## src/rtl/adder8_result_fifo.sv

```systemverilog
// Result-capture FIFO behind the 8-bit adder.
// Stores each {carry, sum} result in a small show-ahead FIFO.
// Keeps saturating counts of dropped results and of accepted results
// that carried out.
module adder8_result_fifo #(
   parameter int unsigned DATA_W = 8,
   parameter int unsigned DEPTH  = 4,
   parameter int unsigned CNT_W  = 8
) (
   input  logic                     clk,
   input  logic                     rstn,
   input  logic                     in_valid,
   input  logic [DATA_W-1:0]        in_sum,
   input  logic                     in_carry,
   output logic                     in_ready,
   output logic                     out_valid,
   output logic [DATA_W:0]          out_data,
   input  logic                     out_ready,
   output logic [$clog2(DEPTH):0]   count,
   output logic                     full,
   output logic                     empty,
   output logic [CNT_W-1:0]         drop_cnt,
   output logic [CNT_W-1:0]         carry_cnt
);

   localparam int unsigned AW = $clog2(DEPTH);
   localparam int unsigned CW = AW + 1;

   logic [DATA_W:0] mem [DEPTH];
   logic [AW-1:0]   wr_ptr;
   logic [AW-1:0]   rd_ptr;
   logic            push;
   logic            pop;
   logic            drop;

   // Flags are decoded from the registered count only, so in_ready never
   // depends on out_ready; a full FIFO refuses a push even while popping.
   always_comb begin
      full      = (count == CW'(DEPTH));
      empty     = (count == '0);
      in_ready  = !full;
      out_valid = !empty;
      push      = in_valid && in_ready;
      pop       = out_valid && out_ready;
      drop      = in_valid && !in_ready;
      out_data  = empty ? '0 : mem[rd_ptr];
   end

   // Storage write; contents need no reset because out_data is masked when empty.
   always_ff @(posedge clk) begin
      if (push) begin
         mem[wr_ptr] <= {in_carry, in_sum};
      end
   end

   // Pointer and occupancy update; pointers wrap naturally as DEPTH is a power of two.
   always_ff @(posedge clk or negedge rstn) begin
      if (!rstn) begin
         wr_ptr <= '0;
         rd_ptr <= '0;
         count  <= '0;
      end else begin
         if (push) begin
            wr_ptr <= wr_ptr + 1'b1;
         end
         if (pop) begin
            rd_ptr <= rd_ptr + 1'b1;
         end
         if (push && !pop) begin
            count <= count + 1'b1;
         end else if (pop && !push) begin
            count <= count - 1'b1;
         end
      end
   end

   // Saturating statistics: drops on full, and accepted results with carry-out.
   always_ff @(posedge clk or negedge rstn) begin
      if (!rstn) begin
         drop_cnt  <= '0;
         carry_cnt <= '0;
      end else begin
         if (drop && (drop_cnt != '1)) begin
            drop_cnt <= drop_cnt + 1'b1;
         end
         if (push && in_carry && (carry_cnt != '1)) begin
            carry_cnt <= carry_cnt + 1'b1;
         end
      end
   end

endmodule

```

## config.mk

```make
export PLATFORM = sky130hd
export DESIGN_NAME = adder8_result_fifo
export DESIGN_NICKNAME = d
export VERILOG_FILES = /design/src/rtl/adder8_result_fifo.sv
export SDC_FILE = /design/constraint.sdc
export NUM_CORES = 1
export LEC_CHECK = 0
export CORE_MARGIN = 1.5
export CORE_UTILIZATION = 55
export CTS_CLUSTER_DIAMETER = 60
export CTS_CLUSTER_SIZE = 14
export DETAILED_ROUTE_END_ITERATION = 6
export PLACE_DENSITY = 0.84
export RECOVER_POWER = 25
export SYNTH_ARGS = -nofsm -noshare
export SYNTH_HDL_FRONTEND = slang
export SYNTH_SLANG_ARGS = --single-unit
```

## constraint.sdc

```tcl
create_clock -name clk -period 3.5 [get_ports clk]
set_input_delay 0.525 -clock clk [delete_from_list [all_inputs] [get_ports clk]]
set_output_delay 0.525 -clock clk [all_outputs]
set_load 0.005 [all_outputs]
```

* Yosys cells after proc, flatten, opt, wreduce, memory -nomap -nowiden *
Memory sizes are Yosys's and may differ from the RTL's.
Index checks and enable logic that the tools add are counted.

word-level totals
  memories = 1
  logic and storage cells = 34
  bits in writable memories = 36
  flip-flop bits (word level) = 23
  input port bits = 13

memories
  name  depth  width  read ports  clocked after memory_dff  write ports  RTL line  RTL
  mem   4      9      1           0                         1            29        logic [DATA_W:0] mem [DEPTH];

operators by class
  equal/unequal tests = 3
  multiplexer cells = 5
  reduce and logical (&&, ||, !) cells = 14
  add/subtract/negate cells = 6

operators by type and width
  operator                                                            number
  8-bit by 1-bit adder with 8-bit output, second input constant       2
  8-bit != test, second input constant                                2
  9-bit 2-to-1 mux                                                    1
  1-bit logical AND                                                   8
  3-bit 2-to-1 mux                                                    2
  2-bit by 1-bit adder with 2-bit output, second input constant       2
  1-bit zero test                                                     4
  3-bit by 1-bit adder with 3-bit output, second input constant       1
  3-bit equality test, second input constant                          1
  3-bit zero test                                                     1
  3-bit by 1-bit subtractor with 3-bit output, second input constant  1
  1-bit 2-to-1 mux                                                    2
  2-bit nonzero test                                                  1

* Depth between registers and ports, before layout *
  depth in word-level cells = 7
  depth in mapped cells = 11

* Worst setup path after synthesis *
Ideal clock, no wire load.

  path kind = reg2reg
  from = register count[2]
  to = register count[2]
  period minus slack after synthesis = 1.978 ns
  path slack = 1.522 ns
  data arrival time = 1.899 ns
  cell stages (with the launch flop) = 9
  required time = 3.421 ns
  path through = dfrtp_1 > or3_1 > nand2_1 > ha_1 > inv_1 > fa_1 > xor2_1 > nor2_1 > xor2_1

on the way
  word-level cells in the longest chain between the ends = 6

ends and longest elaborated chain
  element                                                                              RTL line  RTL
  start: declaration                                                                   19        output logic [$clog2(DEPTH):0] count,
  start signal: assignment                                                             70        count <= count + 1'b1;
  start signal: assignment                                                             72        count <= count - 1'b1;
  branches (longest 6 deep; another with 3-bit by 1-bit subtractor with 3-bit output)  --

Parallel ways; which one is timed is not known. The select of a mux whose other input is x is not followed.
A chain may end at the register's enable or synchronous reset.

* Worst setup path in the final report *
  from = register rd_ptr[0]
  to = output port out_data[0]

on the way
  word-level cells in the longest chain between the ends = 2

ends and longest elaborated chain
  element                   RTL line  RTL
  start: declaration        31        logic [AW-1:0] rd_ptr;
  start signal: assignment  67        rd_ptr <= rd_ptr + 1'b1;
  memory read 4 x 9 bit     --
  9-bit 2-to-1 mux          46        out_data = empty ? '0 : mem[rd_ptr];
  end: declaration          17        output logic [DATA_W:0] out_data,

Every way passes these cells.

==> flow_summary_export.csv <==
group,metric,value,unit
floorplanning,row_count,24,
power,leakage_power_figure,1.24,nW
placement,place_worst_setup_slack,0.751,ns
drt,vias_per_cell,5.42,
timing,clock.fmax,351,MHz
synth,edff_count_synth,36,
timing,period_needed,2.85,ns
placement,portbufs,44,
layout,flow.area_growth_from_synthesis,25.0,%
timing,final.setup.worst_slack,0.650,ns
timing,setup-violations-final,0,
setup_path,critPathArrivalTime,2.33,ns
clock_tree,clkSlewWorstSetupHoldPaths,0.06,ns
floorplanning,floorplan.io_pins,45,
timing,tns,0,ns
synth,synth-seq-cells,59,
drt,ant_nets,0,
global_routing,number_of_antenna_violations_at_the_first_check_in_global_routing,0,
synth,netlist-cell-type-count,39,
drt,via_count,1512,
drt,drc_violations,3,
synth,net_count_after_synthesis,192,
global_routing,global_route.usage.total,0.214,
outcome,outcome,"complete, but fails checks",
global_routing,grt_max_degree,24,
setup_path,crit_path_max_fanout,11,
floorplanning,floorplan.initialDensity,0.581,
setup_path,timing_worst_setup_path_type,"flop to output pin",
timing,rsz0062_at_grt,"false",
drt,drt_wl_total,4.67,mm
synth,ys_seq_area_frac,0.642,
global_routing,overflow,0,
setup_path,critPathLaunchType,"flop",
floorplanning,die_width,71.5,µm
clock_tree,post_cts.repair.setup_buffers,0,
synth,netlist_area,2580,µm²
worst_hold_path,worst_hold_path_type,"flop to flop",
timing,whs,0.533,ns
synth,postSynthCellCount,171,
drt,detailedRoute.firstPassIterationCount,6,
layout,register_area,1660,µm²
worst_hold_path,worst_hold_path.endpoint,"carry_cnt[0]",
global_routing,grt_first_pass_wirelength,7.96,mm
floorplanning,fp.coreArea,4440,µm²
setup_path,end_kind,"output pin",
clock_tree,clock_tree.root_cell,"sky130_fd_sc_hd__clkbuf_8",
synth,asyncSetResetFlopFracSynth,0.390,
setup_path,critical_path_required,2.97,ns
floorplanning,die_h,71.5,µm
setup_path,crit-reg2reg-launch,"count[2]",
setup_path,worst_r2r_endpoint,"count[2]",
run,maxCapViolations,0,
synth,yosys_warnings,0,
synth,synth_top_cell_area_share,0.419,
outcome,violations,"DRC",
setup_path,cpPeakStageDelay,0.76,ns
synth,postSynth.topFlopCell,"sky130_fd_sc_hd__edfxtp_1",
clock_tree,clock_sink_count,59,
layout,fin_nets,243,
setup_path,list_of_cells_traversed_by_the_critical_path,"mux4_2, and2_1, clkdlybuf4s50_1",
clock_tree,cts-htree-levels,3,
synth,largest_cells_by_area_after_synthesis,"sky130_fd_sc_hd__edfxtp_1 (42%), sky130_fd_sc_hd__dfrtp_1 (22%), sky130_fd_sc_hd__mux4_2 (7.9%), sky130_fd_sc_hd__ha_1 (3.4%), sky130_fd_sc_hd__and2_1 (3.2%)",
floorplanning,design.die.area,5110,µm²
clock_tree,worstSkewPairLatency,0.33,ns
synth,synth_top_area_cell,"sky130_fd_sc_hd__edfxtp_1",
clock_tree,cts-resized-gates,0,
timing,timing.final.crit_share,0.814,
drt,route.detailed.wl_per_inst,16.7,µm
layout,fillers,282,
worst_hold_path,whs_path_depth,1,
layout,multi_input_area,881,µm²
synth,top_cell_types_by_occurrence_after_synthesis,"sky130_fd_sc_hd__edfxtp_1 (36), sky130_fd_sc_hd__dfrtp_1 (23), sky130_fd_sc_hd__and2_1 (13), sky130_fd_sc_hd__nand2_1 (12)",
synth,yosys.cell_count.top_type,"sky130_fd_sc_hd__edfxtp_1",
clock_tree,cts-buffers-inserted,9,
timing,hold_viol,0,
drt,drt-initial-drc-count,185,
layout,num_antenna_cells,0,
global_routing,grt_pass1_vias,1600,
synth,synth.avg_cell_area,15.1,µm²
power,power_per_cell_area,795,nW/µm²
timing,slew_viol_final,0,
placement,place_congestion,0.785,
clock_tree,clock_path_buffers,2,
setup_path,worst-r2r-setup-slack,1.08,ns
clock_tree,postCtsHoldBufs,0,
layout,post_route_cells_drive_above_1_share,0.150,
timing,skew,0.00756,ns
setup_path,timing.critical_path.slowest_stage_cell,"sky130_fd_sc_hd__dfrtp_1",
placement,place.detailed.hpwl,3.32,mm
power,worst_ir_drop_vdd,0.000431,V
setup_path,worstRegToRegCells,8,
timing,max_slew_margin,0.303,
timing,max_slew.worst_pin.slew,1.04,ns
worst_hold_path,hold_wc_startpoint,"carry_cnt[0]",
clock_tree,cts_tree,"yes",
==> power breakdown <==
part,internal [W],total (W),switching [W]
Combinational,0.000585,0.000939,0.000354
Sequential,0.000931,0.00112,0.000186
Clock,0.000268,0.000509,0.000241
==> metrics by stage <==
stage                      util  total power, W  area (µm²)  instances
after detailed placement  0.690         0.00208        3070        263
after global routing      0.726         0.00273        3230        279
final                     0.726         0.00256        3230        279
after floorplan               -         0.00159        2580        171
after CTS                 0.726         0.00259        3230        279
after global placement    0.690         0.00202        3070        263
==> state kept, by name (all words and copies together), names as in the netlist <==
| register | cells |
|---|---|
| count | 3 |
| carry_cnt | 8 |
| mem | 36 |
| drop_cnt | 8 |
| wr_ptr | 2 |
| rd_ptr | 2 |
==> final cells by class <==
cell class                      instances  area share
Sequential cell                        59       0.513
Multi-Input combinational cell        102       0.273
Timing Repair Buffer                   44       0.136
Clock buffer                           12      0.0450
Tap cell                               52      0.0202
Inverter                                6     0.00698
Clock inverter                          4     0.00504
==> routing by layer <==
| metal | vias to the layer above | share of wire | GRT usage |
|---|---|---|---|
| met3 | 9 | 0.039 | 0.0506 |
| met1 | 740 | 0.44 | 0.284 |
| met4 | 0 | 0.019 | 0.113 |
| met5 | - | 0 | 0 |
| li1 | 728 | - | - |
| met2 | 35 | 0.50 | 0.333 |
==> cells in the final DEF, fill, tap and decap left out, drive strengths merged, types with 2 or more instances in the layout <==
cell / n
nand3: 5
clkbuf: 12
a21oi: 9
o21a: 2
and3: 2
dfrtp: 23
xor2: 5
nor3: 3
nand2: 13
clkinv: 4
and2: 13
edfxtp: 36
o21ai: 3
mux4: 9
dlygate4sd3: 9
clkdlybuf4s50: 35
nor2: 6
mux2: 5
ha: 7
inv: 6
nand4: 2
xnor2: 8
==> worst max-delay path by stage <==
stage | cells past startpoint | start | end
6_report | 3 | rd_ptr[0] | out_data[0]
5_1_grt | 3 | rd_ptr[0] | out_data[0]
4_1_cts | 3 | rd_ptr[0] | out_data[0]
3_5_place_dp | 8 | in_valid | count[2]
3_3_place_gp | 8 | in_valid | count[2]
2_1_floorplan | 8 | count[2] | count[2]
==> cells by family (layout without fill, tap and decap cells) <==
| family | after synthesis | in the layout | share of synthesized area |
|---|---|---|---|
| xor gates and xnor gates | 13 | 13 | 0.0441 |
| muxes | 14 | 14 | 0.102 |
| adders and majority gates | 8 | 8 | 0.0417 |
| buffers and inverters | 10 | 66 | 0.0170 |
| and+or+nand+nor | 51 | 51 | 0.114 |
| AOI/OAI and AO/OA | 16 | 16 | 0.0393 |
| DFF | 59 | 59 | 0.642 |
==> worst max-delay path: cells and delay by family (launching register included) <==
kind          cells  cell delay [ns]
buf+inv           1             0.46
simple gates      1             0.18
flops             1             0.76
mux               1             0.59
No activity file was read; power rests on OpenSTA's default activity.
